[src/rtl/uart_tx_arbiter.sv]
// rtl/uart_tx_arbiter.sv - packet-granular round-robin arbiter sharing one uart_tx among NumReq byte streams
// Optional UART_ARB_TIMEOUT_EN: forced release (timeout_pulse) after TimeoutCycles-1 idle owned cycles.
module uart_tx_arbiter #(
   parameter int NumReq        = 4,
   parameter int TimeoutCycles = 1024
) (
   input  logic                   clk,
   input  logic                   rst,
   input  logic [NumReq-1:0][7:0] req_data,
   input  logic [NumReq-1:0]      req_valid,
   input  logic [NumReq-1:0]      req_last,
   output logic [NumReq-1:0]      req_ready,
   output logic [7:0]             tx_data,
   output logic                   tx_valid,
   input  logic                   tx_ready,
   output logic [NumReq-1:0]      grant,
   output logic                   busy
`ifdef UART_ARB_TIMEOUT_EN
   ,
   output logic                   timeout_pulse
`endif
);

   localparam int IdxW = (NumReq > 1) ? $clog2(NumReq) : 1;

   if (NumReq < 2 || NumReq > 8 || TimeoutCycles < 2 || TimeoutCycles > 65536) begin : g_cfg_check
      $error("uart_tx_arbiter: unsupported NumReq/TimeoutCycles");
   end

   typedef enum logic {
      S_IDLE,
      S_OWNED
   } state_e;

   state_e            state_q, state_d;
   logic [IdxW-1:0]   owner_q, owner_d;
   logic [IdxW-1:0]   last_q, last_d;
   logic [NumReq-1:0] grant_q, grant_d;

   logic [IdxW-1:0]   pick;
   logic              pick_vld;
   logic              owned;
   logic              xfer;
   logic              timeout;

   assign owned = (state_q == S_OWNED);
   assign xfer  = owned && !rst && req_valid[owner_q] && tx_ready;
   assign grant = grant_q;
   assign busy  = owned;

   // Round-robin search starting just above the previous owner, with wrap.
   always_comb begin
      int j;
      pick     = '0;
      pick_vld = 1'b0;
      j        = 0;
      for (int k = 1; k <= NumReq; k++) begin
         j = int'(last_q) + k;
         if (j >= NumReq) begin
            j = j - NumReq;
         end
         if (!pick_vld && req_valid[IdxW'(j)]) begin
            pick     = IdxW'(j);
            pick_vld = 1'b1;
         end
      end
   end

   always_comb begin
      state_d = state_q;
      owner_d = owner_q;
      last_d  = last_q;
      grant_d = grant_q;
      case (state_q)
         S_IDLE: begin
            if (pick_vld) begin
               state_d       = S_OWNED;
               owner_d       = pick;
               grant_d       = '0;
               grant_d[pick] = 1'b1;
            end
         end
         S_OWNED: begin
            if ((xfer && req_last[owner_q]) || timeout) begin
               state_d = S_IDLE;
               last_d  = owner_q;
               grant_d = '0;
            end
         end
         default: begin
            state_d = S_IDLE;
            grant_d = '0;
         end
      endcase
   end

   // Data path is steered by the owner; handshakes are suppressed while rst is high.
   always_comb begin
      tx_data   = 8'h00;
      tx_valid  = 1'b0;
      req_ready = '0;
      if (owned) begin
         tx_data = req_data[owner_q];
         if (!rst) begin
            tx_valid           = req_valid[owner_q];
            req_ready[owner_q] = tx_ready;
         end
      end
   end

   always_ff @(posedge clk) begin
      if (rst) begin
         state_q <= S_IDLE;
         owner_q <= '0;
         last_q  <= IdxW'(NumReq - 1);
         grant_q <= '0;
      end else begin
         state_q <= state_d;
         owner_q <= owner_d;
         last_q  <= last_d;
         grant_q <= grant_d;
      end
   end

`ifdef UART_ARB_TIMEOUT_EN
   logic [15:0] cnt_q, cnt_d;

   assign timeout       = owned && (cnt_q == 16'(TimeoutCycles - 1));
   assign timeout_pulse = timeout;

   // Held at zero outside OWNED so every new grant starts from a clean count.
   always_comb begin
      cnt_d = cnt_q;
      if (!owned || xfer) begin
         cnt_d = '0;
      end else if (!req_valid[owner_q] && (cnt_q != 16'hFFFF)) begin
         cnt_d = cnt_q + 16'd1;
      end
   end

   always_ff @(posedge clk) begin
      if (rst) begin
         cnt_q <= '0;
      end else begin
         cnt_q <= cnt_d;
      end
   end
`else
   assign timeout = 1'b0;
`endif

endmodule

[config.mk]
export PLATFORM = sky130hd
export DESIGN_NAME = uart_tx_arbiter
export DESIGN_NICKNAME = d
export VERILOG_FILES = /design/src/rtl/uart_tx_arbiter.sv
export SDC_FILE = /design/constraint.sdc
export NUM_CORES = 1
export LEC_CHECK = 0
export CAP_MARGIN = 40
export CELL_PAD_IN_SITES_DETAIL_PLACEMENT = 1
export CELL_PAD_IN_SITES_GLOBAL_PLACEMENT = 2
export CORE_MARGIN = 3
export CORE_UTILIZATION = 18
export DETAILED_ROUTE_END_ITERATION = 8
export GPL_ROUTABILITY_DRIVEN = 0
export PLACE_DENSITY = 0.83
export SYNTH_ARGS = -nofsm -noshare
export SYNTH_HDL_FRONTEND = slang
export SYNTH_SLANG_ARGS = --single-unit
[constraint.sdc]
create_clock -name clk -period 3 [get_ports clk]
set_input_delay 0.6 -clock clk [delete_from_list [all_inputs] [get_ports clk]]
set_output_delay 0.6 -clock clk [all_outputs]
set_load 0.01 [all_outputs]
## After elaboration in Yosys (flattened, before gate mapping)

Cells that the tools add are included.
Widths: inputs -> output; s select.

- Bits of input ports: 43
- Flip-flop bits (word level): 9

- Eq/ne operators: 2
- Reduce and logical (&&, ||, !) cells: 16
- $lt $le $gt $ge: 12
- Multiplexer cells: 45
- $add $sub $neg: 8
- Bitwise logic cells: 2

Operator list:

| cell | number |
|---|---|
| $mux 1 | 20 |
| $bmux 8 s2 | 1 |
| $lt 2x4->1 const B | 4 |
| $mux 2 | 8 |
| $mux 4 | 4 |
| $mux 8 | 2 |
| $bmux 1 s2 | 6 |
| $ge 3x3->1 const B | 3 |
| $logic_and 1x1->1 | 9 |
| $pmux 4 s2 | 1 |
| $sub 2x1->2 const B | 4 |
| $add 2x2->3 const B | 2 |
| $lt 2x3->1 const B | 2 |
| $reduce_and 2->1 | 3 |
| $add 2x3->4 const B | 1 |
| $and 4x4->4 | 1 |
| $demux 1 s2 | 2 |
| $ge 2x1->1 const B | 2 |
| $ge 4x3->1 const B | 1 |
| $logic_not 1->1 | 4 |
| $add 2x1->3 const B | 1 |
| $ne 2x1->1 const B | 1 |
| $ne 2x2->1 const B | 1 |
| $pmux 1 s2 | 1 |
| $not 1->1 | 1 |

## Longest topological paths before layout

Gate-level depths: netlist of the first run.

- Word-level depth: 22
- Gate-level depth with buffers: 5
- Mapped depth without buffers: 4

## Worst setup path before layout of the first run

OpenSTA, ideal clock, no wires.

- Path kind: reg-to-output
- Start: reg owner_q[0]
- End: out tx_data[0]
- Stages on the path, launching flop included: 5
- Path slack: 1.104 ns
- Arrival: 1.296 ns
- Path through: dfxtp_1 buf_6 buf_4 mux4_2 and2_1

- Longest elaborated chain between the ends: 3

RTL lines:

| what | RTL line | text |
|---|---|---|
| start, declared | 36 | `logic [IdxW-1:0] owner_q, owner_d;` |
| start signal, assigned | 119 | `owner_q <= owner_d;` |
| $bmux 8 s2 | 103 | `tx_data = req_data[owner_q];` |
| $mux 8 (implied by the code) | 103 |  |
| $mux 8 | 102 | `if (owned) begin` |
| end, declared | 13 | `output logic [7:0] tx_data,` |

Every way passes these cells. The select of a mux whose other input is x is not followed.

## Worst setup path in the final report of the first run

- Start: in rst
- End: out req_ready[2]

- Longest elaborated chain between the ends: 2

RTL lines:

| what | RTL line | text |
|---|---|---|
| start, declared | 8 | `input logic rst,` |
| $mux 4 | 104 | `if (!rst) begin` |
| $mux 4 | 102 |  |
| end, declared | 12 | `output logic [NumReq-1:0] req_ready,` |

Every way passes these cells.

==> flow_metrics.tcl, run 1 <==
set metrics [dict create \
    cp_slowest_cell "clkdlybuf4s50_1" \
    cts_buffers 3 \
    die_w_um 72.54 \
    synth_edf_count 0 \
    status "finished clean" \
    criticalPathCategory "primary input to output port" \
    dieArea_sq_mm 0.005262 \
    wl_mm 3.147 \
    syn_area_sq_um 797.0 \
    cts_root_buf "clkbuf_8" \
    drv_slew 0 \
    whs_endpoint "grant[3]" \
    syn_area_per_cell_sq_um 9.488 \
    reg2reg_slack_ns 1.30 \
    cp_top_family "buffers and inverters" \
    overflow 0 \
    cpMostUsedCell "clkdlybuf4s50_1" \
    ys_top_cells_by_area "dfxtp_1 (23%), mux4_2 (20%), and2_1 (6.3%)" \
    dpl.hpwl_mm 2.570 \
    leakage_nw 0.5297 \
    clk_pin_slew_ns 0.04 \
    cp_cell_sequence "clkdlybuf4s50_1, nor2b_2, nand2_1, nor3_1, clkdlybuf4s50_1" \
    synth_seq_cells 9 \
    arrival_ns 2.25 \
    drive_gt1_share_pct 11.03 \
    power_density_mw_per_mm2 360.9 \
    hold_slack_ns 0.5021 \
    drt-wirelength-per-cell_um 16.14 \
    critPathMaxFanout 7 \
    hold_viol 0 \
    start_util_pct 19.23 \
    first_pass_iters 2 \
    finalSetupViolations 0 \
    worst_pin_slew_ns 0.6087 \
    core_sq_mm 0.004144 \
    slowest_delay_ns 0.58 \
    cts_tree "built" \
    worstHoldPathCells 2 \
    cts_hold_buf 0 \
    ys_seq_area_share_pct 22.61 \
    port_buffers 60 \
    clk_latency_ns 0.23 \
    crit_buf_inv 2 \
    antenna_found_initial 0 \
    cp-end-kind "output port" \
    fin_crit_ns 2.847 \
    max-slew-margin-rel_pct 59.37 \
    grt_start_max_net_pins 17 \
    maxCapViolCount 0 \
    viasPerCell 4.795 \
    fin_cells 195 \
    critPathLaunchType "primary input" \
    synth_common_cells "dfxtp_1 (9), and2_1 (8), mux4_2 (7)" \
    r2r-end "last_q[0]" \
    finalSetupTns_ns 0 \
    r2r-start "owner_q[1]" \
    drt_iter0_markers 27 \
    ant_nets 0 \
    clk_path_buf_depth 2 \
    synth_most_common_cell "dfxtp_1" \
    fmax_ghz 0.3512 \
    pin_count 61 \
    required_ns 2.40 \
    grt_pass1_vias 1023 \
    htree_levels 1 \
    grt.total_usage_pct 12.23 \
    ys_warn_count 0 \
    async_reset_ff_share_pct 0 \
    grt_pass1_wl_mm 5.023 \
    dieHeight_um 72.54 \
    layout.nets 189 \
    antennaDiodeCount 0 \
    grt_setup_unrepaired "no" \
    r2r.worst_path.cells 4 \
    synthDistinctLibCells 34 \
    worstHoldStart "grant[3]" \
    syn_inst 84 \
    vias 935 \
    drc 0 \
    rows 23 \
    finClkSkew_ns 0.005289 \
    synth_fp_nets 127 \
    syn2layout_area_growth_pct 86.97 \
    fin_crit_sh_pct 94.90 \
    cts.sinks 9 \
    postCtsSetupBuffers 0 \
    hp-class "flop to flop" \
    synth.largest_area_cell "dfxtp_1" \
    yosysTopAreaCellShare_pct 22.61 \
    synth-main-ff-cell "dfxtp_1" \
    peakVddDrop_mv 0.2197 \
    placed_cells 191 \
]
## area by class of cell
| type | instances | area (sq um) |
|---|---|---|
| inverters | 5 | 18.77 |
| repair buffers | 62 | 615.6 |
| flip-flops and latches | 9 | 180.2 |
| well taps | 50 | 62.56 |
| multi-input cells | 65 | 568.0 |
| fillers | 486 | 2654 |
| clock buffers | 4 | 45.04 |
## registers in the layout, summed over array words and instances (netlist names)
register,cells
busy,1
last_q,2
grant,4
owner_q,2
## worst max-delay path by stage
| stage | startpoint | endpoint | slack [ns] | cells past startpoint |
|---|---|---|---|---|
| after global placement | rst | req_ready[0] | 0.24 | 5 |
| final | rst | req_ready[2] | 0.15 | 5 |
| after global routing | rst | req_ready[2] | 0.01 | 5 |
| after floorplan | owner_q[0] | tx_data[0] | 1.10 | 4 |
| after CTS | rst | req_ready[2] | 0.12 | 5 |
| after detailed placement | rst | req_ready[2] | 0.12 | 5 |
## routing by layer
metal	up-vias	wire length (um)	global-route usage, %
li1	445	-	-
met1	433	1382	14.67
met2	52	1400	20.74
met3	5	345	4.709
met4	0	19	2.459
met5	-	0	0
## layout by cell type, fill, tap and decap left out, drive strengths merged, types with 2 or more instances in the layout
cell           Yosys  layout
nor3               4       4
nand3b             4       4
a21o               2       2
o21ai              2       2
nor2               5       5
dfxtp              9       9
nand2b             3       3
a21oi              4       4
mux2i              2       2
o32ai              4       4
mux4               8       8
and2               8       8
a211oi             2       2
clkdlybuf4s50      0      60
buf                4       2
mux2               2       2
nand2              3       3
clkbuf             1       4
inv                5       5
## power breakdown
group | switching, mW | leakage, nW | internal [mW]
Combinational | 0.0907 | 0.433 | 0.156
Clock | 0.0493 | 0.0228 | 0.0927
Sequential | 0.0171 | 0.0738 | 0.132
Total | 0.157 | 0.530 | 0.381
## per-stage QoR
step / cell area, sq um / utilization, % / power, mW / setup slack (ns)
after detailed placement: 1443 / 34.81 / 0.4015 / 0.1172
after global routing: 1490 / 35.96 / 0.5777 / 0.01020
after CTS: 1488 / 35.90 / 0.5468 / 0.1169
after floorplan: 797.0 / - / 0.2714 / 1.104
after global placement: 1443 / 34.81 / 0.3968 / 0.2400
final: 1490 / 35.96 / 0.5377 / 0.1530
## timing repair
action | in CTS | in global routing
gates resized for setup | 0 | 1
endpoints found under the setup margin | 0 | 2
endpoints found under the hold margin | 0 | 0
## worst register-to-register path: stages, from the launching register on
cell,delay (ns)
dfxtp_1,0.70
and3b_1,0.28
a22o_1,0.17
o211a_2,0.28
mux2i_1,0.20
## cell families (layout without fill, tap and decap cells)
logic type      count (synthesis)  in the layout  synth area share [%]
simple gates                   31             31                 22.14
compound gates                 22             22                 19.94
mux                            12             12                 28.89
buf+inv                        10             71                 6.437
flops                           9              9                 22.61
(Power assumes the default switching activity.)
==> run 2, diff against run 1 <==
- CORE_UTILIZATION: 18 -> 19
- CTS_BUF_LIST: not set -> sky130_fd_sc_hd__clkbuf_8
- PLACE_DENSITY: 0.83 -> 0.87
==> flow_metrics.tcl, run 2 (synthesis results as in run 1) <==
set metrics [dict create \
    criticalPathCategory "flop to output port" \
    leakage_nw 0.5330 \
    fin_crit_ns 2.778 \
    drive_gt1_share_pct 10.34 \
    grt_pass1_wl_mm 5.002 \
    overflow 0 \
    max-slew-margin-rel_pct 59.53 \
    cts.sinks 9 \
    clk_path_buf_depth 2 \
    critPathMaxFanout 9 \
    vias 941 \
    pin_count 61 \
    grt_pass1_vias 961 \
    r2r-start "owner_q[0]" \
    antennaDiodeCount 0 \
    core_sq_mm 0.003854 \
    drt-wirelength-per-cell_um 16.60 \
    cts_buffers 3 \
    rows 22 \
    status "finished clean" \
    start_util_pct 20.68 \
    hold_viol 0 \
    peakVddDrop_mv 0.2006 \
    whs_endpoint "grant[3]" \
    multi_input_area_sq_um 565.5 \
    antenna_found_initial 0 \
    wl_mm 3.203 \
    fin_area_sq_mm 0.001485 \
    viasPerCell 4.876 \
    dpl.hpwl_mm 2.592 \
    layout_setup_ws_ns 0.2224 \
    grt.total_usage_pct 12.67 \
    layout_commonest_cell "clkdlybuf4s50_1" \
    place_ws_ns 0.2135 \
    placed_area_sq_mm 0.001440 \
    die_w_um 70.77 \
    dieHeight_um 70.77 \
    cts_tree "built" \
    largest_register_ffs 4 \
    htree_levels 1 \
    first_pass_iters 4 \
    reg2reg_slack_ns 1.08 \
    finClkSkew_ns 0.003115 \
    syn2layout_area_growth_pct 86.34 \
    clk_latency_ns 0.23 \
    clk_pin_slew_ns 0.05 \
    port_buffers 60 \
    seqCellArea_sq_um 180.2 \
    cp-end-kind "output port" \
    drt_iter0_markers 31 \
    fmax_ghz 0.3600 \
    power_density_mw_per_mm2 359.3 \
    finalSetupViolations 0 \
    layout.nets 189 \
    critPathLaunchType "flop" \
    dieArea_sq_mm 0.005008 \
    arrival_ns 2.18 \
    worstHoldPathCells 2 \
    r2r-end "last_q[0]" \
    cts_root_buf "clkbuf_8" \
    drv_slew 0 \
    nFillCells 449 \
    grt_start_max_net_pins 16 \
    postCtsSetupBuffers 0 \
    drc 0 \
    grt_setup_unrepaired "no" \
    final_cell_mix "clkdlybuf4s50_1 (60), dfxtp_1 (9), and2_1 (8)" \
    fin_crit_sh_pct 92.59 \
    worstHoldStart "grant[3]" \
    maxCapViolCount 0 \
    worst_pin_slew_ns 0.6062 \
    ant_nets 0 \
    hp-class "flop to flop" \
    r2r.worst_path.cells 5 \
    cts_hold_buf 0 \
    finalSetupTns_ns 0 \
    cts_resized 0 \
    required_ns 2.40 \
]
[run 2: cell count changes in the layout (fill, tap and decap cells not counted)]
| cell | before | now |
|---|---|---|
| nor2b_2 | 1 | 0 |
| clkbuf_1 | 1 | 0 |
| inv_1 | 5 | 6 |
| nor2b_1 | 0 | 1 |
[run 2: metrics by stage]
stage          hold WS [ns]  cells  utilization, %  total power [mW]
6_report             0.5017    193           38.54            0.5336
3_3_place_gp         0.4906    189           37.37            0.3942
5_1_grt              0.5269    193           38.54            0.5701
2_1_floorplan        0.4854     84               -            0.2714
3_5_place_dp         0.4914    189           37.37            0.3999
4_1_cts              0.5035    193           38.54            0.5435
[run 2: metal layers]
| layer | global-route usage, % | vias to the layer above | share of wire (%) |
|---|---|---|---|
| li1 | - | 444 | - |
| met1 | 17.18 | 432 | 48 |
| met2 | 19.36 | 60 | 40 |
| met3 | 4.688 | 5 | 11 |
| met4 | 2.505 | 0 | 0.66 |
| met5 | 0 | - | 0 |
[run 2: layout make-up]
cell class | count | share of cell area (%)
multi-input cells | 65 | 38.08
clock buffers | 3 | 2.780
repair buffers | 62 | 41.45
flip-flops and latches | 9 | 12.13
clock inverters | 1 | 0.2527
well taps | 48 | 4.044
inverters | 5 | 1.264
[run 2: worst max path at each step]
stage,start,end,cells past startpoint
5_1_grt,owner_q[0],tx_valid,4
3_5_place_dp,rst,req_ready[0],5
2_1_floorplan,owner_q[0],tx_data[0],4
4_1_cts,owner_q[0],tx_valid,4
6_report,owner_q[0],tx_valid,4
3_3_place_gp,rst,req_ready[0],5
[run 2: power by group]
| part | leakage [nW] | internal, mW | switching, mW |
|---|---|---|---|
| Clock | 0.0269 | 0.0892 | 0.0491 |
| Sequential | 0.0738 | 0.132 | 0.0253 |
| Combinational | 0.432 | 0.156 | 0.0825 |
[run 2: critical path, cell delays in order (launching register included)]
cell and delay (ns):
dfxtp_1 0.64, buf_4 0.28, mux2_2 0.35, a22o_1 0.19, clkdlybuf4s50_1 0.48
